==> src/rtl/ptw_axi_pkg.sv <==
// AXI4 read-channel constants and walker FSM encoding shared by the PTE fetch master.
package ptw_axi_pkg;

  localparam logic [1:0] RESP_OKAY   = 2'b00;
  localparam logic [1:0] RESP_EXOKAY = 2'b01;
  localparam logic [1:0] RESP_SLVERR = 2'b10;
  localparam logic [1:0] RESP_DECERR = 2'b11;

  localparam logic [1:0] BURST_INCR = 2'b01;
  localparam logic [2:0] SIZE_8B    = 3'd3;

  // Normal non-cacheable bufferable, privileged data access.
  localparam logic [3:0] ARCACHE_VAL = 4'b0011;
  localparam logic [2:0] ARPROT_VAL  = 3'b001;

  typedef enum logic [1:0] {
    IDLE  = 2'd0,
    AR    = 2'd1,
    R     = 2'd2,
    DRAIN = 2'd3
  } state_t;

endpackage

==> src/rtl/ptw_axi_read_master.sv <==
// Single-beat AXI4 read per PTE request; PTE or fault pulse one cycle after the R beat (>=3 cycles total).
// AR held until ARREADY, RREADY always high while waiting; requests arriving while busy are dropped.
module ptw_axi_read_master
  import ptw_axi_pkg::*;
#(
  parameter int ADDR_WIDTH     = 64,
  parameter int DATA_WIDTH     = 64,
  parameter int AXI_ID_WIDTH   = 4,
  parameter int AXI_ID         = 0,
  parameter int TIMEOUT_CYCLES = 1024
) (
  input  logic                    CLK,
  input  logic                    RST,
  input  logic                    ADDR_IN_VALID,
  input  logic [ADDR_WIDTH-1:0]   ADDR_IN,
  input  logic                    ABORT,
  output logic                    DATA_OUT_VALID,
  output logic [DATA_WIDTH-1:0]   DATA_OUT,
  output logic                    ACCESS_FAULT,
  output logic                    BUSY,
  output logic [AXI_ID_WIDTH-1:0] M_AXI_ARID,
  output logic [ADDR_WIDTH-1:0]   M_AXI_ARADDR,
  output logic [7:0]              M_AXI_ARLEN,
  output logic [2:0]              M_AXI_ARSIZE,
  output logic [1:0]              M_AXI_ARBURST,
  output logic [3:0]              M_AXI_ARCACHE,
  output logic [2:0]              M_AXI_ARPROT,
  output logic                    M_AXI_ARVALID,
  input  logic                    M_AXI_ARREADY,
  input  logic [AXI_ID_WIDTH-1:0] M_AXI_RID,
  input  logic [DATA_WIDTH-1:0]   M_AXI_RDATA,
  input  logic [1:0]              M_AXI_RRESP,
  input  logic                    M_AXI_RLAST,
  input  logic                    M_AXI_RVALID,
  output logic                    M_AXI_RREADY
);

  localparam int CW = $clog2(TIMEOUT_CYCLES);
  localparam logic [CW-1:0]         CNT_LAST   = CW'(TIMEOUT_CYCLES - 1);
  localparam logic [ADDR_WIDTH-1:0] ALIGN_MASK = ~ADDR_WIDTH'(7);

  state_t                  state, state_nxt;
  logic [ADDR_WIDTH-1:0]   araddr_nxt;
  logic [DATA_WIDTH-1:0]   data_nxt;
  logic                    dov_nxt, fault_nxt;
  logic                    abort_pend, abort_pend_nxt;
  logic [CW-1:0]           cnt, cnt_nxt;
  logic                    r_err;

  assign M_AXI_ARID    = AXI_ID_WIDTH'(AXI_ID);
  assign M_AXI_ARLEN   = 8'd0;
  assign M_AXI_ARSIZE  = SIZE_8B;
  assign M_AXI_ARBURST = BURST_INCR;
  assign M_AXI_ARCACHE = ARCACHE_VAL;
  assign M_AXI_ARPROT  = ARPROT_VAL;
  assign M_AXI_ARVALID = (state == AR);
  assign M_AXI_RREADY  = (state == R) || (state == DRAIN);
  assign BUSY          = (state != IDLE);

  // A multi-beat response is also a protocol error: the fault is reported and the tail drained.
  assign r_err = (M_AXI_RRESP != RESP_OKAY) ||
                 (M_AXI_RID != AXI_ID_WIDTH'(AXI_ID)) || !M_AXI_RLAST;

  always_ff @(posedge CLK or posedge RST) begin
    if (RST) begin
      state          <= IDLE;
      M_AXI_ARADDR   <= '0;
      DATA_OUT       <= '0;
      DATA_OUT_VALID <= 1'b0;
      ACCESS_FAULT   <= 1'b0;
      abort_pend     <= 1'b0;
      cnt            <= '0;
    end else begin
      state          <= state_nxt;
      M_AXI_ARADDR   <= araddr_nxt;
      DATA_OUT       <= data_nxt;
      DATA_OUT_VALID <= dov_nxt;
      ACCESS_FAULT   <= fault_nxt;
      abort_pend     <= abort_pend_nxt;
      cnt            <= cnt_nxt;
    end
  end

  always_comb begin
    state_nxt      = state;
    araddr_nxt     = M_AXI_ARADDR;
    data_nxt       = DATA_OUT;
    dov_nxt        = 1'b0;
    fault_nxt      = 1'b0;
    abort_pend_nxt = abort_pend;
    cnt_nxt        = cnt;
    case (state)
      IDLE: begin
        abort_pend_nxt = 1'b0;
        if (ADDR_IN_VALID && !ABORT) begin
          araddr_nxt = ADDR_IN & ALIGN_MASK;
          state_nxt  = AR;
        end
      end
      AR: begin
        if (ABORT) abort_pend_nxt = 1'b1;
        if (M_AXI_ARREADY) begin
          // The read is already issued, so an aborted walk must still swallow its beat.
          cnt_nxt        = '0;
          abort_pend_nxt = 1'b0;
          state_nxt      = (abort_pend || ABORT) ? DRAIN : R;
        end
      end
      R: begin
        if (M_AXI_RVALID) begin
          if (ABORT) begin
            state_nxt = IDLE;
          end else if (r_err) begin
            fault_nxt = 1'b1;
            data_nxt  = '0;
            state_nxt = M_AXI_RLAST ? IDLE : DRAIN;
          end else begin
            dov_nxt   = 1'b1;
            data_nxt  = M_AXI_RDATA;
            state_nxt = IDLE;
          end
        end else if (ABORT) begin
          state_nxt = DRAIN;
        end else if (cnt == CNT_LAST) begin
          fault_nxt = 1'b1;
          data_nxt  = '0;
          state_nxt = DRAIN;
        end else begin
          cnt_nxt = cnt + CW'(1);
        end
      end
      DRAIN: begin
        if (M_AXI_RVALID && M_AXI_RLAST) state_nxt = IDLE;
      end
      default: state_nxt = IDLE;
    endcase
  end

endmodule
==> config.mk <==
export PLATFORM = sky130hd
export DESIGN_NAME = ptw_axi_read_master
export DESIGN_NICKNAME = d
export VERILOG_FILES = /design/src/rtl/ptw_axi_pkg.sv /design/src/rtl/ptw_axi_read_master.sv
export SDC_FILE = /design/constraint.sdc
export NUM_CORES = 1
export LEC_CHECK = 0
export ABC_AREA = 1
export CAP_MARGIN = 20
export CORE_MARGIN = 8
export CORE_UTILIZATION = 37
export CTS_CLUSTER_DIAMETER = 100
export DETAILED_ROUTE_END_ITERATION = 10
export PLACE_DENSITY = 0.78
export SLEW_MARGIN = 20
export SYNTH_ARGS = -nofsm -noshare
export SYNTH_HDL_FRONTEND = slang
export SYNTH_SLANG_ARGS = --single-unit
==> constraint.sdc <==
create_clock -name CLK -period 4.8 [get_ports CLK]
set_input_delay 1.2 -clock CLK [delete_from_list [all_inputs] [get_ports CLK]]
set_output_delay 1.2 -clock CLK [all_outputs]
set_load 0.02 [all_outputs]
==> metrics.txt, run 1 <==
status=finished clean; Synth Cell Area=5960 um^2; crit-path most repeated cell=nand2_1; M1 WL=6880 um; fin crit period=3060 ps; leading area contributor after synthesis=dfrtp_1; htree depth=4; RSZ-0062 raised after global routing=false; CTS tree=yes; critical path depth in cells=8; dpl cells=between 1k and 1.5k; ys async rst share=100%; EDFF count, synth=0; I/O pin count=298; Setup crit end=DATA_OUT[58]; Worst Path Required=5150 ps; Max Clock Freq=327 MHz; synth warn=0; post-route cell area=approximately 9000 um^2; drc violations=0; Critical Path Fanout Max=46; clk_skew=11.5 ps; Port-buffer cells=around 270; cell breakdown of the critical path=clkdlybuf4s50_1, nand2_1, nor4_2, nand2_1, inv_2, buf_4, nand2_1, nand2_1; Most used DFF post-synth=dfrtp_1; Worst setup startpoint=M_AXI_RVALID; post-synth top area share=58.7%; Relative slew margins=48.4%; DRT iter0 DRCs=245; GPL Wtd Cong=0.851; largest net degree at the start of global routing=81; Largest stage delay, worst path=530 ps; starting density of the core=37.7%; Ant. Diodes=0; first drt pass iteration count=6; fin cells=approximately 1.1k; vias per inst=4.45; Clock Path Buffers=2; num rows=between 40 and 50; Syn Area/Cell=just over 10 um^2; reg2reg end=DATA_OUT[31]; FF-to-FF path depth=9; Post-Synthesis Cells=580; hold depth=2; top-count cell post-synth=nand2_1; fraction of layout cells with a size suffix above 1=a little over an eighth; Core Region=15800 um^2; height of the die=143 um; DR top layer=met5; clock slew seen by the registers of the worst setup and hold paths=60 ps; Reg2Reg Setup Slack=2670 ps; final period utilization=63.8%; fin. max-slew vios=0; power density cells=502 nW/um^2; # setup viols final=0; cts repair resizes=0; Post-CTS Setup Bufs=0; total chip power=between 4 and 5 mW; Bufs and invs on worst path=3; vias in the first global route=4978; largest cells by area after synthesis=dfrtp_1, nand2_1, mux2_2, buf_4, buf_6; Clock Latency Late Sink=around 420 ps; met2 WL=9000 um; Peak supply drop=between 0.0003 and 0.0004 V; reg-to-reg startpoint=cnt[0]; nets=990; WL per Instance=16.5 um; clock root cell=clkbuf_16; Util after Layout=58.3%; CTS buffer count=17; Max-cap violations=0; hold_sp=DATA_OUT[44]; CTS sink cnt=140; Vias=4785; placed cell area=8640 um^2; final WL=17700 um; register area share after synthesis=58.7%; met3 wire len=1370 um; total gr overflow=0; Worst Tran Pin Value=slightly below 800 ps; Post-DRT Antenna Nets=0; post-DP HPWL=roughly 13000 um; Cell variety after synth=26; Post-Route Setup TNS=0 ps; Crit. End Element=register; Fin. Hold Viols=0; die footprint=roughly 20000 um^2; Slowest-stage cell, CP=clkdlybuf4s50_1; startpoint types=input pin; commonest cells in the netlist=nand2_1, dfrtp_1, mux2_2; HP Class=register to register; critical path type=input pin to register; Die Width=approximately 140 um; FF+latch count, synth=140; CTS Hold Bufs=0; WP data arrival=3410 ps; first-pass GRT wire length=27100 um; Crit path max-delay family=buffers and inverters; Overall Global Routing Usage=~17%; P_leak=~4.4 nW; initial antenna violation count=1; area grow syn2layout=54.7%
-- per-layer routing --
| layer | vias up | global-route usage [%] |
|---|---|---|
| met2 | 177 | 29.0 |
| met1 | 2261 | 19.7 |
| met3 | 34 | 5.81 |
| li1 | 2311 | - |
| met5 | - | 0 |
| met4 | 2 | 7.72 |
-- worst min path at each step --
stage	end
floorplan	cnt[6]
global placement	DATA_OUT[1]
detailed placement	DATA_OUT[34]
CTS	DATA_OUT[34]
global route	DATA_OUT[61]
finish	DATA_OUT[44]
-- state kept, by name (all words and copies together) (netlist names) --
signal,cells
ACCESS_FAULT,1
DATA_OUT,64
DATA_OUT_VALID,1
M_AXI_ARADDR,61
abort_pend,1
cnt,10
state,2
-- stage by stage --
stage	hold slack (ps)	setup slack, ps
detailed placement	464	1250
CTS	480	1690
global placement	460	1260
floorplan	464	1850
global route	496	1570
finish	476	1740
-- where the power goes --
| part | total [mW] | leakage [nW] | switching (mW) | internal (mW) |
|---|---|---|---|---|
| combinational | 1.70 | 2.26 | 0.844 | 0.856 |
| sequential | 1.63 | 1.82 | 0.160 | 1.47 |
| clock | 1.30 | 0.278 | 0.526 | 0.773 |
| total | 4.63 | 4.36 | 1.53 | 3.10 |
-- cell type report --
class	count	area, um^2
clock buffers	17	425
clock inverters	14	158
fillers	1339	6600
inverters	17	67.6
multi-input cells	399	2070
flip-flops and latches	140	3500
well taps	216	270
repair buffers	273	2730
-- worst min-delay path: stages, from the launching register on --
cell	delay (ps)
dfrtp_1	340
nand2_1	50
nand2_1	50
-- cells by family (layout without fill, tap and decap cells) --
kind of cell	after synthesis	after routing	share of synthesized area, %
compound gates	11	11	0.965
fa+ha+maj	1	1	0.210
buf+inv	66	321	8.12
flops	140	140	58.7
mux	61	61	11.5
other cells	2	27	0.126
simple gates	299	299	20.3
-- cells in the final DEF, fill, tap and decap left out, drive strengths merged --
master	instances
nand2	251
and2	1
clkinvlp	4
inv	23
buf	6
nand3b	3
clkinv	2
conb	27
nor2	26
nand3	15
o21ai	5
a21oi	5
nand4	1
bufinv	2
clkdlybuf4s50	267
o21a	1
and3	1
nor4	1
dfrtp	140
mux2	61
ha	1
clkbuf	17
Note: power is estimated with default switching activity, not from simulation.
==> inputs of run 2 (changes only) <==
Clock period 4.8 ns to 2.8 ns, I/O delays scaled along.
==> metrics.txt, run 2 (synthesis results as in run 1) <==
Slowest-stage cell, CP=clkdlybuf4s50_1; Largest register FFs=64; hold_sp=DATA_OUT[25]; cts repair resizes=0; startpoint types=register; Clock Latency Late Sink=410 ps; starting density of the core=between 30 and 40%; Critical Path Fanout Max=5; Core Region=between 15000 and 20000 um^2; die footprint=20400 um^2; Util after Layout=58.5%; power density cells=847 nW/um^2; FF+latch area=3500 um^2; fin. max-slew vios=0; most common cell after layout, fill and taps aside=clkdlybuf4s50_1; critical path type=register to primary output; post-route cell area=9260 um^2; Setup crit end=M_AXI_ARVALID; Crit path max-delay family=buffers and inverters; first-pass GRT wire length=about 26000 um; top flop regs=DATA_OUT (64), M_AXI_ARADDR (61), cnt (10); fin crit period=2430 ps; Port-buffer cells=267; Vias=~4.7k; GPL Wtd Cong=approximately 0.8; clk_skew=12.1 ps; reg2reg end=DATA_OUT[9]; Max-cap violations=0; final setup margin=about 370 ps; total chip power=roughly 8 mW; # setup viols final=0; Max Clock Freq=411 MHz; total gr overflow=0; final period utilization=86.9%; num rows=46; reg-to-reg startpoint=cnt[0]; Die Width=between 100 and 150 um; post-DP HPWL=13000 um; area of the multi-input gates=just over 2000 um^2; Post-DRT Antenna Nets=0; htree depth=4; Overall Global Routing Usage=16.7%; initial antenna violation count=1; Worst setup startpoint=state[0]; fraction of layout cells with a size suffix above 1=between 10% and 20%; clock root cell=clkbuf_16; CTS Hold Bufs=0; DRT iter0 DRCs=between 200 and 300; clock slew seen by the registers of the worst setup and hold paths=approximately 60 ps; Largest stage delay, worst path=640 ps; final WL=17300 um; cell breakdown of the critical path=inv_2, nor2_1, clkdlybuf4s50_1; CTS tree=yes; dpl cells=1046; I/O pin count=298; pre-CTS WS=~420 ps; vias per inst=4.39; Hold WS=476 ps; Bufs and invs on worst path=2; P_leak=4.37 nW; critical path depth in cells=3; Crit. End Element=primary output; RSZ-0062 raised after global routing=false; WL per Instance=16.1 um; Post-Route Setup TNS=0 ps; FF-to-FF path depth=9; height of the die=143 um; WP data arrival=between 1500 and 2000 ps; drc violations=0; first drt pass iteration count=4; Clock Path Buffers=2; CTS buffer count=17; nets=between 900 and 1k; placed cell area=~8700 um^2; Peak supply drop=0.000593 V; Reg with most FFs=DATA_OUT; Worst Path Required=2100 ps; area grow syn2layout=55.2%; # fillers=1312; CTS sink cnt=140; largest net degree at the start of global routing=between 80 and 90; most frequent cells in the layout=clkdlybuf4s50_1, nand2_1, dfrtp_1; HP Class=register to register; vias in the first global route=4849; Fin. Hold Viols=0; Post-CTS Setup Bufs=0; Reg2Reg Setup Slack=1190 ps; Ant. Diodes=0; status=finished clean; fin cells=1078
## run 2: changes by cell type in the layout (fill, tap and decap cells not counted), sizes merged
| cell | change |
|---|---|
| buf | +1 |
| bufinv | -2 |
| clkinv | +3 |
## run 2: worst register-to-register path: stages (launching register included)
cell     delay (ps)
dfrtp_1         410
ha_1            210
nand2_2          90
nor2_4          150
nand3_2         100
nand2_1          70
nand2_2          60
buf_12          190
nand2_1         170
nand2_1          60
## run 2: worst min-delay path by stage
| stage | cells after the start | end |
|---|---|---|
| after floorplan | 2 | cnt[6] |
| after global placement | 2 | DATA_OUT[7] |
| after detailed placement | 2 | DATA_OUT[21] |
| after CTS | 2 | DATA_OUT[21] |
| after global routing | 2 | DATA_OUT[24] |
| final | 2 | DATA_OUT[25] |
## run 2: power by group
part / switching (mW) / total, mW / internal, mW
registers: 0.274 / 2.80 / 2.52
clock network: 0.944 / 2.11 / 1.16
logic: 1.45 / 2.93 / 1.48
## run 2: final cells by class
class                           count  area share, %
Sequential cell                   140           37.8
Inverter                           17          0.730
Multi-Input combinational cell    399           22.4
Clock buffer                       17           4.60
Clock inverter                     15           1.41
Timing Repair Buffer              274           30.1
Tap cell                          216           2.92
## run 2: per-layer routing
metal | vias to the layer above | global-route usage [%] | share of wire [%]
li1 | 2318 | - | -
met1 | 2227 | 18.8 | 39
met2 | 172 | 28.8 | 51
met3 | 18 | 6.01 | 8.0
met4 | 2 | 5.54 | 1.6
met5 | - | 0 | 0.075
==> RTL change: new RTL, settings of run 2 <==
Reset style: synchronous (`RST`), changed in one clocked block.
--- a/src/rtl/ptw_axi_read_master.sv
+++ b/src/rtl/ptw_axi_read_master.sv
@@ -62,5 +62,5 @@
                  (M_AXI_RID != AXI_ID_WIDTH'(AXI_ID)) || !M_AXI_RLAST;
 
-  always_ff @(posedge CLK or posedge RST) begin
+  always_ff @(posedge CLK) begin
     if (RST) begin
       state          <= IDLE;
Check against the original RTL: differs if RST is asserted again (counterexample within 4 cycles, from zero or initial values and one cycle with RST high); with RST held inactive, the same outputs for 4 cycles.
==> RTL change against run 2 <==
- cell count increased by 17%
- routed wire length grew 14%
- clock skew decreased by 0.0066 ns
- setup slack got worse by 0.089 ns
- hold slack barely moved
- area after synthesis rose by 1.0%
- sequential cell count stayed put
- design area about the same
- total power shrank 11%
==> RTL change: results (changes against run 2) <==
metric;value;unit;change
first_pass_grt_wire_length;30310;µm;+15%
cts_max_level;4;;unchanged
synth_async_sr_flop_share;0;%;-100 points
regs_by_ff_count;DATA_OUT (64), M_AXI_ARADDR (61), cnt (10);;
peakVddDrop;0.4008;mV;-32%
drive_above_1_share;7.252;%;-6.1 points
crit_fanout;7;;+2
postCtsSetupBuffers;0;;unchanged
cpMaxStageDelayCell;sky130_fd_sc_hd__clkdlybuf4s50_1;;
drtIter0Drc;268;;+0.37%
cts.reportedPaths.clkPinSlew;0.06;ns;about the same
grt_max_degree;94;;+15%
total_leakage_power;3.739;nW;-15%
dp_cells;1232;;+18%
met3_wirelength;2861;µm;+110%
ratio_of_routed_vias_to_standard_cells;4.744;;+8.0%
port-buffer-count;267;;unchanged
detailroute.via_count;5997;;+27%
synth_flop_cell;sky130_fd_sc_hd__dfxtp_1;;
cts_max_path_buffers;2;;unchanged
ys_top_cells_by_area;sky130_fd_sc_hd__dfxtp_1 (47%), sky130_fd_sc_hd__nor2_1 (12%), sky130_fd_sc_hd__a21oi_1 (8.9%);;
gp_routability_congestion;0.8273;;+1.1%
synth.top_cells.by_count;sky130_fd_sc_hd__nor2_1 (196), sky130_fd_sc_hd__dfxtp_1 (140), sky130_fd_sc_hd__a21oi_1 (107);;
grt_antenna_before_repair;0;;-1
synth_seq_area_share;46.52;%;-12 points
wl_met1;7783;µm;+15%
clock-skew-final;0.005474;ns;-0.006641 ns
outcome;complete, no violations;;
first_global_vias;5839;;+20%
n_antenna_cell;0;;unchanged
route.met2.wl;8684;µm;-2.4%
dp_worst_setup_slack;0.3049;ns;-0.1132 ns
synthCells;796;;+37%
global_route.overflow_total;0;;unchanged
ys_seq_elements;140;;unchanged
synth_warnings;0;;unchanged
clock_insertion_delay_worst_skew;0.41;ns;about the same
placed_area;0.008683;mm²;-0.20%
cts_inserted_buffers;17;;unchanged
timing.hold.worst_path_depth;2;;unchanged
global_route.usage.total;18.61;%;+1.9 points
rr_worst_depth;9;;unchanged
cts_root_buffer;sky130_fd_sc_hd__clkbuf_16;;
synth-edff-count;0;;unchanged
holdCritPathClass;reg -> reg;;
worst_slew_margin_rel;62.87;%;
routed.top_layer;met4;;
dr.pass1.iters;4;;unchanged
worst_path_largest_cell_delay;0.62;ns;-0.02 ns
synth.distinct_cells;39;;+50%
final_hpwl_from_detailed_placement;13960;µm;+7.4%
finalWirelength;19660;µm;+14%
## RTL change: cell type report
class                   instances  area, µm²
inverters                      50      192.7
flip-flops and latches        140       2803
clock buffers                  22      464.2
repair buffers                278       2813
well taps                     216      270.3
clock inverters                10      115.1
multi-input cells             548       2605
fillers                      1474       6623
## RTL change: worst paths after layout
| check | to | slack [ns] | startpoint |
|---|---|---|---|
| max | BUSY | 0.28 | state[1] |
| min | abort_pend | 0.48 | abort_pend |
| max reg2reg | DATA_OUT[37] | 0.87 | cnt[0] |
| min reg2reg | abort_pend | 0.48 | abort_pend |
## RTL change: kinds of logic (layout without fill, tap and decap cells)
group,count (synthesis),count (layout),synth area share (%)
and+or+nand+nor,307,307,23.24
other,2,27,0.1247
AOI/OAI and AO/OA,212,212,17.96
buffers and inverters,133,360,11.80
adders and majority gates,1,1,0.2077
xor gates and xnor gates,1,1,0.1454
DFF,140,140,46.52
## RTL change: metrics by stage
step                hold WS [ns]  utilization, %
floorplan                 0.4445               -
global placement          0.4580           54.66
detailed placement        0.4638           54.66
CTS                       0.4777           58.31
global route              0.4881           58.31
finish                    0.4762           58.31
## RTL change: power by group
part	internal, W	switching [W]
Combinational	0.000985	0.00128
Sequential	0.00229	0.000177
Clock	0.00136	0.000855
Total	0.00464	0.00231
## RTL change: worst max-delay path, delay by kind of cell, from the launching register on
family | cells | cell delay [ns]
buf+inv | 2 | 0.73
flops | 1 | 0.56
simple gates | 1 | 0.12
## RTL change: per-layer routing
metal	vias to the layer above	track usage, %
li1	3012	-
met1	2707	20.04
met2	253	29.47
met3	25	11.58
met4	0	6.253
met5	-	0
